### config.mk
export PLATFORM = sky130hd
export DESIGN_NAME = mem_arbiter
export DESIGN_NICKNAME = d
export VERILOG_FILES = /design/src/rtl/mem_arb_pkg.sv /design/src/rtl/mem_arb_starve_ctr.sv /design/src/rtl/mem_arbiter.sv
export SDC_FILE = /design/constraint.sdc
export NUM_CORES = 1
export LEC_CHECK = 0
export CORE_MARGIN = 3
export CORE_UTILIZATION = 35
export DETAILED_ROUTE_END_ITERATION = 8
export PLACE_DENSITY = 0.74
export SETUP_SLACK_MARGIN = 0.4
export SYNTH_ARGS = -nofsm -noshare
export SYNTH_HDL_FRONTEND = slang
export SYNTH_SLANG_ARGS = --single-unit
### constraint.sdc
create_clock -name clk -period 5 [get_ports clk]
set_input_delay 1 -clock clk [delete_from_list [all_inputs] [get_ports clk]]
set_output_delay 1 -clock clk [all_outputs]
set_load 0.02 [all_outputs]
### src/rtl/mem_arb_pkg.sv
// rtl/mem_arb_pkg.sv - state encoding, requester ids, byte-enable codes and alignment checks for mem_arbiter
package mem_arb_pkg;

    typedef enum logic [1:0] {
        ST_IDLE  = 2'd0,
        ST_ISSUE = 2'd1,
        ST_WAIT  = 2'd2,
        ST_RESP  = 2'd3
    } arb_state_e;

    localparam logic ID_FETCH = 1'b0;
    localparam logic ID_DATA  = 1'b1;

    localparam logic [3:0] BE_B0 = 4'b0001;
    localparam logic [3:0] BE_B1 = 4'b0010;
    localparam logic [3:0] BE_B2 = 4'b0100;
    localparam logic [3:0] BE_B3 = 4'b1000;
    localparam logic [3:0] BE_H0 = 4'b0011;
    localparam logic [3:0] BE_H1 = 4'b1100;
    localparam logic [3:0] BE_W  = 4'b1111;

    function automatic logic fetch_misaligned(input logic [1:0] addr_lo);
        return addr_lo != 2'b00;
    endfunction

    // Illegal codes and codes whose lane disagrees with the byte offset are both errors.
    function automatic logic data_misaligned(input logic [3:0] be, input logic [1:0] addr_lo);
        logic bad;
        bad = 1'b1;
        case (be)
            BE_B0, BE_B1, BE_B2, BE_B3: bad = (be != (4'b0001 << addr_lo));
            BE_H0:                      bad = (addr_lo != 2'b00);
            BE_H1:                      bad = (addr_lo != 2'b10);
            BE_W:                       bad = (addr_lo != 2'b00);
            default:                    bad = 1'b1;
        endcase
        return bad;
    endfunction

endpackage

### src/rtl/mem_arb_starve_ctr.sv
// rtl/mem_arb_starve_ctr.sv - counts data grants taken while a fetch waits and forces a fetch win at the limit
module mem_arb_starve_ctr #(
    parameter int STARVE_MAX = 4
) (
    input  logic clk,
    input  logic rst,
    input  logic i_req_i,
    input  logic d_req_i,
    input  logic i_gnt_i,
    input  logic d_gnt_i,
    output logic fetch_win_o
);

    logic [2:0] cnt_q, cnt_d;

    always_comb begin
        cnt_d = cnt_q;
        if (i_gnt_i) begin
            cnt_d = 3'd0;
        end else if (d_gnt_i && i_req_i && (cnt_q != 3'd7)) begin
            cnt_d = cnt_q + 3'd1;
        end
    end

    always_ff @(posedge clk) begin
        if (rst) begin
            cnt_q <= 3'd0;
        end else begin
            cnt_q <= cnt_d;
        end
    end

    assign fetch_win_o = i_req_i && d_req_i && (cnt_q == 3'(STARVE_MAX));

endmodule

### src/rtl/mem_arbiter.sv
// rtl/mem_arbiter.sv - fetch/load-store arbiter for a shared fixed-latency RAM; MEM_ARB_STARVE_EN enables the fetch starvation guard
import mem_arb_pkg::*;

module mem_arbiter #(
    parameter int AW         = 32,
    parameter int MEM_LAT    = 1,
    parameter int STARVE_MAX = 4
) (
    input  logic          clk,
    input  logic          rst,
    input  logic          i_req,
    input  logic [AW-1:0] i_addr,
    output logic          i_gnt,
    output logic          i_rvalid,
    output logic [31:0]   i_rdata,
    output logic          i_err,
    input  logic          d_req,
    input  logic          d_we,
    input  logic [3:0]    d_be,
    input  logic [AW-1:0] d_addr,
    input  logic [31:0]   d_wdata,
    output logic          d_gnt,
    output logic          d_rvalid,
    output logic [31:0]   d_rdata,
    output logic          d_err,
    output logic          m_en,
    output logic          m_we,
    output logic [3:0]    m_be,
    output logic [AW-3:0] m_addr,
    output logic [31:0]   m_wdata,
    input  logic [31:0]   m_rdata
);

    localparam logic [1:0] LAT_LOAD = 2'(MEM_LAT - 1);

    arb_state_e    state_q, state_d;
    logic          id_q, id_d;
    logic          we_q, we_d;
    logic          err_q, err_d;
    logic [3:0]    be_q, be_d;
    logic [AW-3:0] waddr_q, waddr_d;
    logic [31:0]   wdata_q, wdata_d;
    logic [1:0]    cnt_q, cnt_d;
    logic [31:0]   i_rdata_q, i_rdata_d;
    logic [31:0]   d_rdata_q, d_rdata_d;

    logic idle, issue, resp, fetch_win, starve_win;

    assign idle      = (state_q == ST_IDLE) && !rst;
    assign issue     = (state_q == ST_ISSUE) && !rst;
    assign resp      = (state_q == ST_RESP) && !rst;
    assign fetch_win = i_req && (!d_req || starve_win);
    assign i_gnt     = idle && fetch_win;
    assign d_gnt     = idle && d_req && !fetch_win;

`ifdef MEM_ARB_STARVE_EN
    mem_arb_starve_ctr #(
        .STARVE_MAX (STARVE_MAX)
    ) u_starve_ctr (
        .clk         (clk),
        .rst         (rst),
        .i_req_i     (i_req),
        .d_req_i     (d_req),
        .i_gnt_i     (i_gnt),
        .d_gnt_i     (d_gnt),
        .fetch_win_o (starve_win)
    );
`else
    logic [31:0] unused_starve_max;
    assign starve_win        = 1'b0;
    assign unused_starve_max = 32'(STARVE_MAX);
`endif

    always_comb begin
        state_d   = state_q;
        id_d      = id_q;
        we_d      = we_q;
        err_d     = err_q;
        be_d      = be_q;
        waddr_d   = waddr_q;
        wdata_d   = wdata_q;
        cnt_d     = cnt_q;
        i_rdata_d = i_rdata_q;
        d_rdata_d = d_rdata_q;
        case (state_q)
            ST_IDLE: begin
                if (i_gnt) begin
                    id_d    = ID_FETCH;
                    we_d    = 1'b0;
                    be_d    = BE_W;
                    waddr_d = i_addr[AW-1:2];
                    wdata_d = 32'h0;
                    err_d   = fetch_misaligned(i_addr[1:0]);
                    state_d = err_d ? ST_RESP : ST_ISSUE;
                end else if (d_gnt) begin
                    id_d    = ID_DATA;
                    we_d    = d_we;
                    be_d    = d_be;
                    waddr_d = d_addr[AW-1:2];
                    wdata_d = d_wdata;
                    err_d   = data_misaligned(d_be, d_addr[1:0]);
                    state_d = err_d ? ST_RESP : ST_ISSUE;
                end
            end
            ST_ISSUE: begin
                cnt_d   = LAT_LOAD;
                state_d = ST_WAIT;
            end
            ST_WAIT: begin
                // m_rdata is valid in the cycle the count reaches zero.
                if (cnt_q == 2'd0) begin
                    if (!we_q) begin
                        if (id_q == ID_FETCH) begin
                            i_rdata_d = m_rdata;
                        end else begin
                            d_rdata_d = m_rdata;
                        end
                    end
                    state_d = ST_RESP;
                end else begin
                    cnt_d = cnt_q - 2'd1;
                end
            end
            ST_RESP: begin
                state_d = ST_IDLE;
            end
            default: begin
                state_d = ST_IDLE;
            end
        endcase
    end

    always_ff @(posedge clk) begin
        if (rst) begin
            state_q   <= ST_IDLE;
            id_q      <= ID_FETCH;
            we_q      <= 1'b0;
            err_q     <= 1'b0;
            be_q      <= 4'h0;
            waddr_q   <= '0;
            wdata_q   <= 32'h0;
            cnt_q     <= 2'd0;
            i_rdata_q <= 32'h0;
            d_rdata_q <= 32'h0;
        end else begin
            state_q   <= state_d;
            id_q      <= id_d;
            we_q      <= we_d;
            err_q     <= err_d;
            be_q      <= be_d;
            waddr_q   <= waddr_d;
            wdata_q   <= wdata_d;
            cnt_q     <= cnt_d;
            i_rdata_q <= i_rdata_d;
            d_rdata_q <= d_rdata_d;
        end
    end

    assign m_en    = issue;
    assign m_we    = issue && we_q;
    assign m_be    = issue ? be_q : 4'h0;
    assign m_addr  = issue ? waddr_q : '0;
    assign m_wdata = (issue && we_q) ? wdata_q : 32'h0;

    assign i_rvalid = resp && (id_q == ID_FETCH) && !err_q;
    assign i_err    = resp && (id_q == ID_FETCH) && err_q;
    assign d_rvalid = resp && (id_q == ID_DATA) && !err_q;
    assign d_err    = resp && (id_q == ID_DATA) && err_q;
    assign i_rdata  = i_rdata_q;
    assign d_rdata  = d_rdata_q;

endmodule

* After elaboration in Yosys (flattened, before gate mapping)
Index checks and enable logic that the tools add are counted.
** Cells by class
- Add/subtract/negate cells :: 1
- Equality and inequality tests :: 15
- Shift-type cells :: 1
- Muxes and demuxes :: 27
- Bitwise logic cells :: 2
- Reductions and logical operators :: 31
** Operator list (count)
- $mux 32 :: 3
- $mux 30 :: 3
- $logic_and 1x1->1 :: 14
- $eq 4x4->1 const B :: 3
- $mux 2 :: 6
- $mux 4 :: 3
- $mux 1 :: 9
- $eq 4x2->1 const B :: 2
- $pmux 2 s4 :: 1
- $reduce_and 4->1 :: 2
- $reduce_bool 2->1 :: 4
- $ne 2x2->1 const B :: 3
- $reduce_and 2->1 :: 3
- $eq 2x2->1 const B :: 2
- $eq 4x1->1 const B :: 1
- $eq 4x3->1 const B :: 1
- $logic_not 1->1 :: 4
- $logic_not 2->1 :: 2
- $ne 4x4->1 :: 1
- $pmux 2 s2 :: 1
- $reduce_or 4->1 :: 1
- $shl 1x2->4 const A :: 1
- $ne 3x3->1 const B :: 1
- $pmux 1 s3 :: 1
- 4 further kinds :: 5
** Storage, ports and cells
- Register bits after elaboration :: 137
- Output and inout port bits :: 138
- Logic and storage cells :: 87

* Depth between registers and ports, before layout
Gate-level depths: netlist (run 1).
- Depth after elaboration :: 11
- Depth in mapped cells :: 9
- Depth with buffers taken out :: 7

* Worst setup path after synthesis (run 1)
Ideal clock, no wire load.
- Kind :: input -> output
- Start point :: input rst
- End point :: output i_rvalid
- Arrival time :: 2.096 ns
- Required time :: 4.000 ns
- Setup slack :: 1.904 ns
- Stages :: 3
- Cells stage by stage :: buf_6 -> clkbuf_1 -> nor4b_1
** On the way
- Word-level cells in the longest chain between the ends :: 4
** RTL lines
- start: declaration :: line mem_arbiter.sv:10 : input logic rst,
- $logic_not 1->1 :: line mem_arbiter.sv:51 : assign resp = (state_q == ST_RESP) && !rst;
- $logic_and 1x1->1 :: line mem_arbiter.sv:51
- $logic_and 1x1->1 (2 in series) :: line mem_arbiter.sv:165 : assign i_rvalid = resp && (id_q == ID_FETCH) && !err_q;
- end: declaration :: line mem_arbiter.sv:14 : output logic i_rvalid,
No other way between the ends.

* Worst setup path after layout (run 1)
- Start point :: input rst
- End point :: output i_gnt
** On the way
- Word-level cells in the longest chain between the ends :: 3
** RTL lines
- $logic_not 1->1 :: line mem_arbiter.sv:49 : assign idle = (state_q == ST_IDLE) && !rst;
- $logic_and 1x1->1 :: line mem_arbiter.sv:49
- $logic_and 1x1->1 :: line mem_arbiter.sv:53 : assign i_gnt = idle && fetch_win;
- end: declaration :: line mem_arbiter.sv:13 : output logic i_gnt,
No other way between the ends.

==> results, run 1 <==
- Buffers added to address setup during post-CTS repair amount to 0.
- The largest fanout of any net on the critical path is 52.
- The cell that appears most often on the critical path is buf_4.
- Setup repair after global routing left no endpoint under its margin.
- The post-placement worst setup slack is 1.176 ns.
- The cell accounting for the most synthesized area is dfxtp_1.
- The number of violations of the max-capacitance limit is 0.
- The routed layout has 5515 vias.
- For this block, the initial DRC count from the detailed router was 242.
- The total iterations of the first detailed-routing run is 5.
- The post-layout worst setup margin is 1.191 ns.
- The CTS tree is yes.
- The via count of the first global-routing pass is 5254.
- The post-place instance area is 0.008703 mm².
- The class of the worst hold path is reg2reg.
- The endpoint of the most critical register-to-register path is waddr_q[17].
- Summed over all nets, the half-perimeter wirelength after detailed placement is 12770 µm.
- Hold repair after CTS inserted 0 buffers.
- The region available for standard cell placement spans 0.01612 mm².
- Based on the critical path, the design can be clocked at up to 262.6 MHz.
- The worst pin sits at a relative slew slack of 27.67%.
- In this run the count of I/O pins placed on the die edge is 275.
- Counting flops with an async set or reset pin after synthesis yields a share of 0%.
- The most numerous cell in the Yosys netlist is dfxtp_1.
- The diode insertion count for antenna repair is 0.
- The post-synthesis average cell area is 8.608 µm².
- The worst register-to-register path has a setup slack of 2.39 ns.
- The worst reg-to-reg path cell count is 7.
- The final design area excluding fillers is 0.009335 mm².
- Dividing the final minimum period by the clock period gives 76.17%.
- The height of the die is 135.3 µm.
- When the netlist entered floorplanning its net count stood at 823.
- Counting every instance in the synthesized netlist gives 680.
- The count of buffers added on input and output ports is 274.
- The critical register-to-register path startpoint is state_q[1].
- At the end of routability-driven placement, the weighted congestion stood at 0.7569.
- The clock slew seen by the registers of the worst setup and hold paths is 0.06 ns.
- The first global-routing pass estimated 28010 µm of wire.
- The sequential area share after synthesis is 46.86%.
- The net count of the finished layout is 1069.
- The detailed-route wire length is 18070 µm.
- Once detail routing completed, the nets flagged for antenna violations numbered 0.
- Sorting the synthesized cells by area gives the leading types as dfxtp_1, nand2_1, a211oi_2.
- The total CTS buffers is 17.
- For the final routed database, the setup TNS stands at 0 ns.
- The number of max-slew violations in the final report came to 0.
- From left edge to right edge, the die measures 135.3 µm.
- The maximum buffer depth of the clock tree is 2.
- Summed over all layers, the global routing overflow is 0.
- After synthesis the cells add up to 0.005853 mm².
- The number of antenna violations at the first check in global routing is 0.
- In this run the static leakage power is 3.381 nW.
- The number of levels the H-tree was split into is 4.
- The count of synthesis-stage warnings from yosys is 0.
- The number of clock sinks seen by CTS is 137.
- The area of the die is 0.01831 mm².
- The total placed cells including tap cells is 1123.
- Grouping stages by cell kind, the critical path spends the most delay in buffers and inverters.
- Entering global routing, the biggest net connects 73 pins.
- The most used flip-flop cell after synthesis is dfxtp_1.
- The critical path crosses 4 cells after its start point.
- Among all stages on the critical path, the largest delay is contributed by buf_4.
- The commonest cells after synthesis are dfxtp_1, nand2_1, nor2_1.
- The clock root buffer is clkbuf_16.
- The flow ran to the end, and the final reports show no timing, DRC or antenna violations.
- The category of the worst setup path capture point is an output port.
- The power per standard cell area is 408.9 mW/mm².
- The worst IR drop on VDD is 0.2181 mV.
- The timing startpoint of the critical path is rst.
- The critical path goes through buf_4, buf_4, and4bb_2, clkdlybuf4s50_1.
- In the final routed layout, each cell accounts on average for 15.65 µm.
- Once the floorplan was initialized, standard cells occupied 36.32% of the core.
- The final instance count without filler cells is 1154.
- Clock latency on the worst-skew pair, taken at its later pin, is 0.41 ns.
- Following the worst setup path forward leads to its endpoint at i_gnt.
- For this run, the slowest stage of the critical path takes 0.62 ns.
- The launching element type of the critical path is an input port.
- The largest clock skew in the final design is 0.007307 ns.
- The number of distinct standard cells referenced by the synthesized netlist is 37.
- The total count of hold-check failures in the final report is 0.
- The fraction of layout instances using a drive strength above 1 is 8.422%.
- The final critical path time including I/O delays and setup is 3.809 ns.
- The data required time of the critical path is 4.00 ns.
- The critical path class is in2out.
- The synthesized design contains 0 enable-type register cells.
- The area growth from synthesis to final layout is 59.49%.
- For this run, the total global-route usage over all layers was measured as 19.17%.
- For the worst setup path, the data arrival time is 2.81 ns.
- In this run the biggest area consumer among cell types represents 46.86% of the synthesized area.
- The total DRC errors in the routed layout is 0.
- The number of cells upsized or downsized after cts is 0.
- The floorplan has 46 rows.
- The final core utilization is 57.93%.
- The via density per instance is 4.779.
- The flip-flop and latch count after synthesis is 137.
- Counting both buffers and inverters, the worst setup path holds a total of 3.
- The final setup violation count is 0.
- At the pin with the least slew margin, the transition time is 1.083 ns.
[sequential cells by signal (all words and copies together), names as in the netlist]
signal   cells
d_rdata     32
i_rdata     32
wdata_q     32
waddr_q     30
be_q         4
cnt_q        2
state_q      2
err_q        1
id_q         1
we_q         1
[worst min path at each step]
stage | to | cells after the start | from | slack, ns
after floorplan | be_q[0] | 2 | be_q[0] | 0.45
after global placement | i_rdata[31] | 2 | i_rdata[31] | 0.44
after detailed placement | d_rdata[5] | 2 | d_rdata[5] | 0.45
after CTS | d_rdata[5] | 2 | d_rdata[5] | 0.45
after global routing | i_rdata[23] | 2 | i_rdata[23] | 0.47
final | i_rdata[19] | 2 | i_rdata[19] | 0.45
[cell usage in the layout, fill, tap and decap left out, drive strengths merged, types with 3 or more instances in the layout]
master	n
a21oi	68
dfxtp	137
and2	37
o22ai	4
a22oi	34
inv	10
nor2	77
clkbuf	18
ha	6
clkinv	3
nor2b	3
buf	12
a211oi	33
nor4bb	3
and3	32
bufinv	4
nand2	134
clkdlybuf4s50	273
mux2i	30
[logic make-up after synthesis]
kind of cell             after synthesis  synth area share, %
AO/OA/AOI/OAI                        146                18.26
AND/OR/NAND/NOR                      297                23.47
flip-flops                           137                46.86
adder cells (fa/ha/maj)                6                1.283
multiplexers                          30                5.130
buffers and inverters                 64                5.002
[where the power goes]
group          switching (mW)  leakage, nW  internal [mW]  total, mW
clock network           0.480        0.304          0.852       1.33
registers              0.0970         1.12           1.26       1.35
logic                   0.629         1.96          0.504       1.13
total                    1.21         3.38           2.61       3.82
[final cells by class]
cell class	count	area, µm²
well taps	216	270.3
flip-flops and latches	137	2743
clock inverters	13	192.7
repair buffers	285	2835
fillers	1454	6780
multi-input cells	479	2833
inverters	6	22.52
clock buffers	18	439.2
[through the flow]
stage / hold WS (ns) / total power [mW]
global route: 0.4708 / 4.034
floorplan: 0.4516 / 2.071
detailed placement: 0.4459 / 2.518
CTS: 0.4547 / 3.867
finish: 0.4534 / 3.817
global placement: 0.4405 / 2.498
[worst reg2reg max path: cells and delay by family, from the launching register on]
family / cells / cell delay [ns]
AOI/OAI and AO/OA: 2 / 0.99
adders and majority gates: 1 / 0.32
buffers and inverters: 2 / 0.56
DFF: 1 / 0.34
and+or+nand+nor: 2 / 0.33
[layer usage]
metal	up-vias	GRT usage, %	wire length [µm]
li1	2810	-	-
met4	0	5.991	288
met5	-	0	0
met3	18	6.092	1359
met2	185	31.36	8725
met1	2502	24.18	7691
Power figures use the tool's default switching activity.
==> run 2, diff against run 1 <==
--- a/config.mk
+++ b/config.mk
@@ -8,7 +8,7 @@
 export CORE_MARGIN = 3
 export CORE_UTILIZATION = 35
 export DETAILED_ROUTE_END_ITERATION = 8
-export PLACE_DENSITY = 0.74
+export PLACE_DENSITY = 0.77
 export SETUP_SLACK_MARGIN = 0.4
 export SYNTH_ARGS = -nofsm -noshare
 export SYNTH_HDL_FRONTEND = slang
==> constraint.sdc (replaced) <==
create_clock -name clk -period 3.5 [get_ports clk]
set_input_delay 0.7 -clock clk [delete_from_list [all_inputs] [get_ports clk]]
set_output_delay 0.7 -clock clk [all_outputs]
set_load 0.02 [all_outputs]
==> results, run 2 (same netlist as run 1, synthesis figures left out) <==
- The data required time of the critical path is 2.80 ns (was 4.00 ns).
- The arrival time reported for the critical path endpoint is 2.25 ns (was 2.81 ns).
- The number of antenna violations at the first check in global routing is 0 (unchanged).
- The largest clock skew in the final design is 0.007295 ns (was 0.007307 ns).
- The final design area excluding fillers is 0.009345 mm² (was 0.009335 mm²).
- The post-place instance area is 0.008731 mm² (was 0.008703 mm²).
- The fraction of layout instances using a drive strength above 1 is 8.608% (was 8.422%).
- The total placed cells including tap cells was 1125 (was 1123).
- The most frequent standard cell in the layout excluding fill and tap cells is clkdlybuf4s50_1 (unchanged).
- The placer congestion estimate was 0.7644 (was 0.7569).
- The worst hold slack was 0.4501 ns (was 0.4534 ns).
- The number of levels the H-tree was split into is 4 (unchanged).
- The width of the chip came to 135.3 µm (unchanged).
- The number of placed I/O pins is 275 (unchanged).
- The clock slew seen by the registers of the worst setup and hold paths is 0.06 ns (about the same).
- The combined area of the multi-input logic cells was 0.002835 mm² (was 0.002833 mm²).
- The final instance count without filler cells is 1157 (was 1154).
- The total DRC errors in the routed layout is 0 (unchanged).
- Highest-count cells in the layout ignoring fill and taps: clkdlybuf4s50_1, dfxtp_1, nand2_1 (unchanged).
- The detailed router's first-iteration violation count is 237 (was 242).
- The critical register-to-register path startpoint is state_q[1] (unchanged).
- The post-layout worst setup margin was 0.5463 ns (was 1.191 ns).
- The class of the worst hold path was reg2reg (unchanged).
- Worst path cell trace: inv_1, ha_1, nor2b_4, buf_12, and3_1, clkdlybuf4s50_1 (was buf_4, buf_4, and4bb_2, clkdlybuf4s50_1).
- The overall via count from detail_route is 5620 (was 5515).
- The estimated wirelength of the detail-placed design is 12670 µm (was 12770 µm).
- The final-layout setup total negative slack came to 0 ns (unchanged).
- The final core utilization is 57.99% (was 57.93%).
- The total count of hold-check failures in the final report is 0 (unchanged).
- The first-pass GRT wire length is 28260 µm (was 28010 µm).
- The critical path class is reg2out (was in2out).
- The slew of the pin with the lowest slew margin is 0.8695 ns (was 1.083 ns).
- The number of violations of the max-capacitance limit came to 0 (unchanged).
- The residual overflow from global routing came to 0 (unchanged).
- The area of the core is 0.01612 mm² (unchanged).
- The height of the die was 135.3 µm (unchanged).
- The largest fanout of any net on the critical path was 53 (was 52).
- The number of nets in the layout came to 1072 (was 1069).
- The smallest clock period supported by the final layout is computed as 2.954 ns.
- The highest cell delay on the worst timing path is 0.61 ns (was 0.62 ns).
- The timing startpoint of the critical path is state_q[1] (was rst).
- The total design power is 5.407 mW (was 3.817 mW).
- The via count of the first global-routing pass is 5458 (was 5254).
- The area of all sequential standard cells is 0.002743 mm² (unchanged).
- The via density per instance was 4.857 (was 4.779).
- Result of the run: complete, no violations (unchanged).
- RSZ-0062 raised after global routing: no (unchanged).
- The worst IR drop on VDD came to 0.3287 mV (was 0.2181 mV).
- The area of the die is 0.01831 mm² (unchanged).
- The number of hold-repair buffers added at the cts stage came to 0 (unchanged).
- The clock root buffer is clkbuf_16 (unchanged).
- The final routed wire length divided by cell count came to 15.60 µm (was 15.65 µm).
- The total iterations of the first detailed-routing run came to 4 (was 5).
- The detailed-route wire length is 18050 µm (was 18070 µm).
- The overall fraction of global-route tracks in use is 19.21% (was 19.17%).
- The final setup violation count is 0 (unchanged).
- The maximum buffer depth of the clock tree is 2 (unchanged).
- The largest net degree at the start of global routing is 77 (was 73).
- The power per standard cell area came to 578.5 mW/mm² (was 408.9 mW/mm²).
- The diode insertion count for antenna repair was 0 (unchanged).
- The area growth from synthesis to final layout is 59.66% (was 59.49%).
- The number of max-slew violations in the final report came to 0 (unchanged).
- The worst-skew pair later-pin latency is 0.40 ns (was 0.41 ns).
- The timing-limited maximum frequency is 338.6 MHz.
- The row count is 46 (unchanged).
- The relative max-transition margin came to 41.96% (was 27.67%).
- The number of I/O port buffers was 274 (unchanged).
- The beginning of the worst hold path was i_rdata[7] (was i_rdata[19]).
- The initial core utilization is 36.32% (unchanged).
- The CTS tree is yes (unchanged).
- The post-placement worst setup slack is 0.5542 ns (was 1.176 ns).
- The category of the worst setup path capture point is an output port (unchanged).
- The worst path uses 84.39% of the clock period.
- The filler cell count in the final layout is 1487 (was 1454).
- The number of clock sinks seen by CTS is 137 (unchanged).
- The launching element type of the critical path is a register (was input port).
- The final antenna-violating net count is 0 (unchanged).
- The total CTS buffers is 17 (unchanged).
- The family with the most delay on the worst path is buffers and inverters (unchanged).
- The leakage dissipation is 3.381 nW (about the same).
- The highest-delay cell along the critical path is clkdlybuf4s50_1 (was buf_4).
- The sum of buffers and inverters on the critical path is 3 (unchanged).
run 2: cell count changes in the layout (fill, tap and decap cells not counted), sizes merged:
cell | previous run | this run
clkinvlp | 2 | 3
inv | 10 | 7
buf | 12 | 15
bufinv | 4 | 3
clkbuf | 18 | 21
run 2: final timing paths:
path	endpoint	slack, ns	depth (start not counted)
setup / recovery	m_wdata[4]	0.55	6
hold / removal	i_rdata[7]	0.45	2
setup reg to reg	state_q[1]	1.28	8
hold reg to reg	i_rdata[7]	0.45	2
run 2: repair_timing:
item | 4_1_cts | 5_1_grt
hold endpoints to repair | 0 | 0
resized for setup | 0 | 1
buffers inserted | 1 | 0
endpoints found under the setup margin | 51 | 1
run 2: routing by layer:
metal | vias to the layer above | global-route usage (%) | wire, µm
met5 | - | 0 | 0
met4 | 0 | 7.391 | 472
met3 | 34 | 5.906 | 1318
met2 | 183 | 31.86 | 8662
met1 | 2598 | 23.42 | 7592
li1 | 2805 | - | -
run 2: area by class of cell:
class / instances / share of cell area, %
inverter: 6 / 0.2410
timing repair buffer: 288 / 30.71
clock inverter: 10 / 1.540
clock buffer: 21 / 4.927
sequential: 137 / 29.35
multi-input combinational: 479 / 30.34
tap: 216 / 2.892
run 2: tightest hold or removal path: stages, from the launching register on:
cell	delay, ns
dfxtp_1	0.30
nand2_1	0.05
a21oi_1	0.05
run 2: power breakdown:
part	total, mW	internal, mW	switching (mW)
clock	1.82	1.16	0.664
sequential	1.93	1.79	0.138
combinational	1.65	0.741	0.912
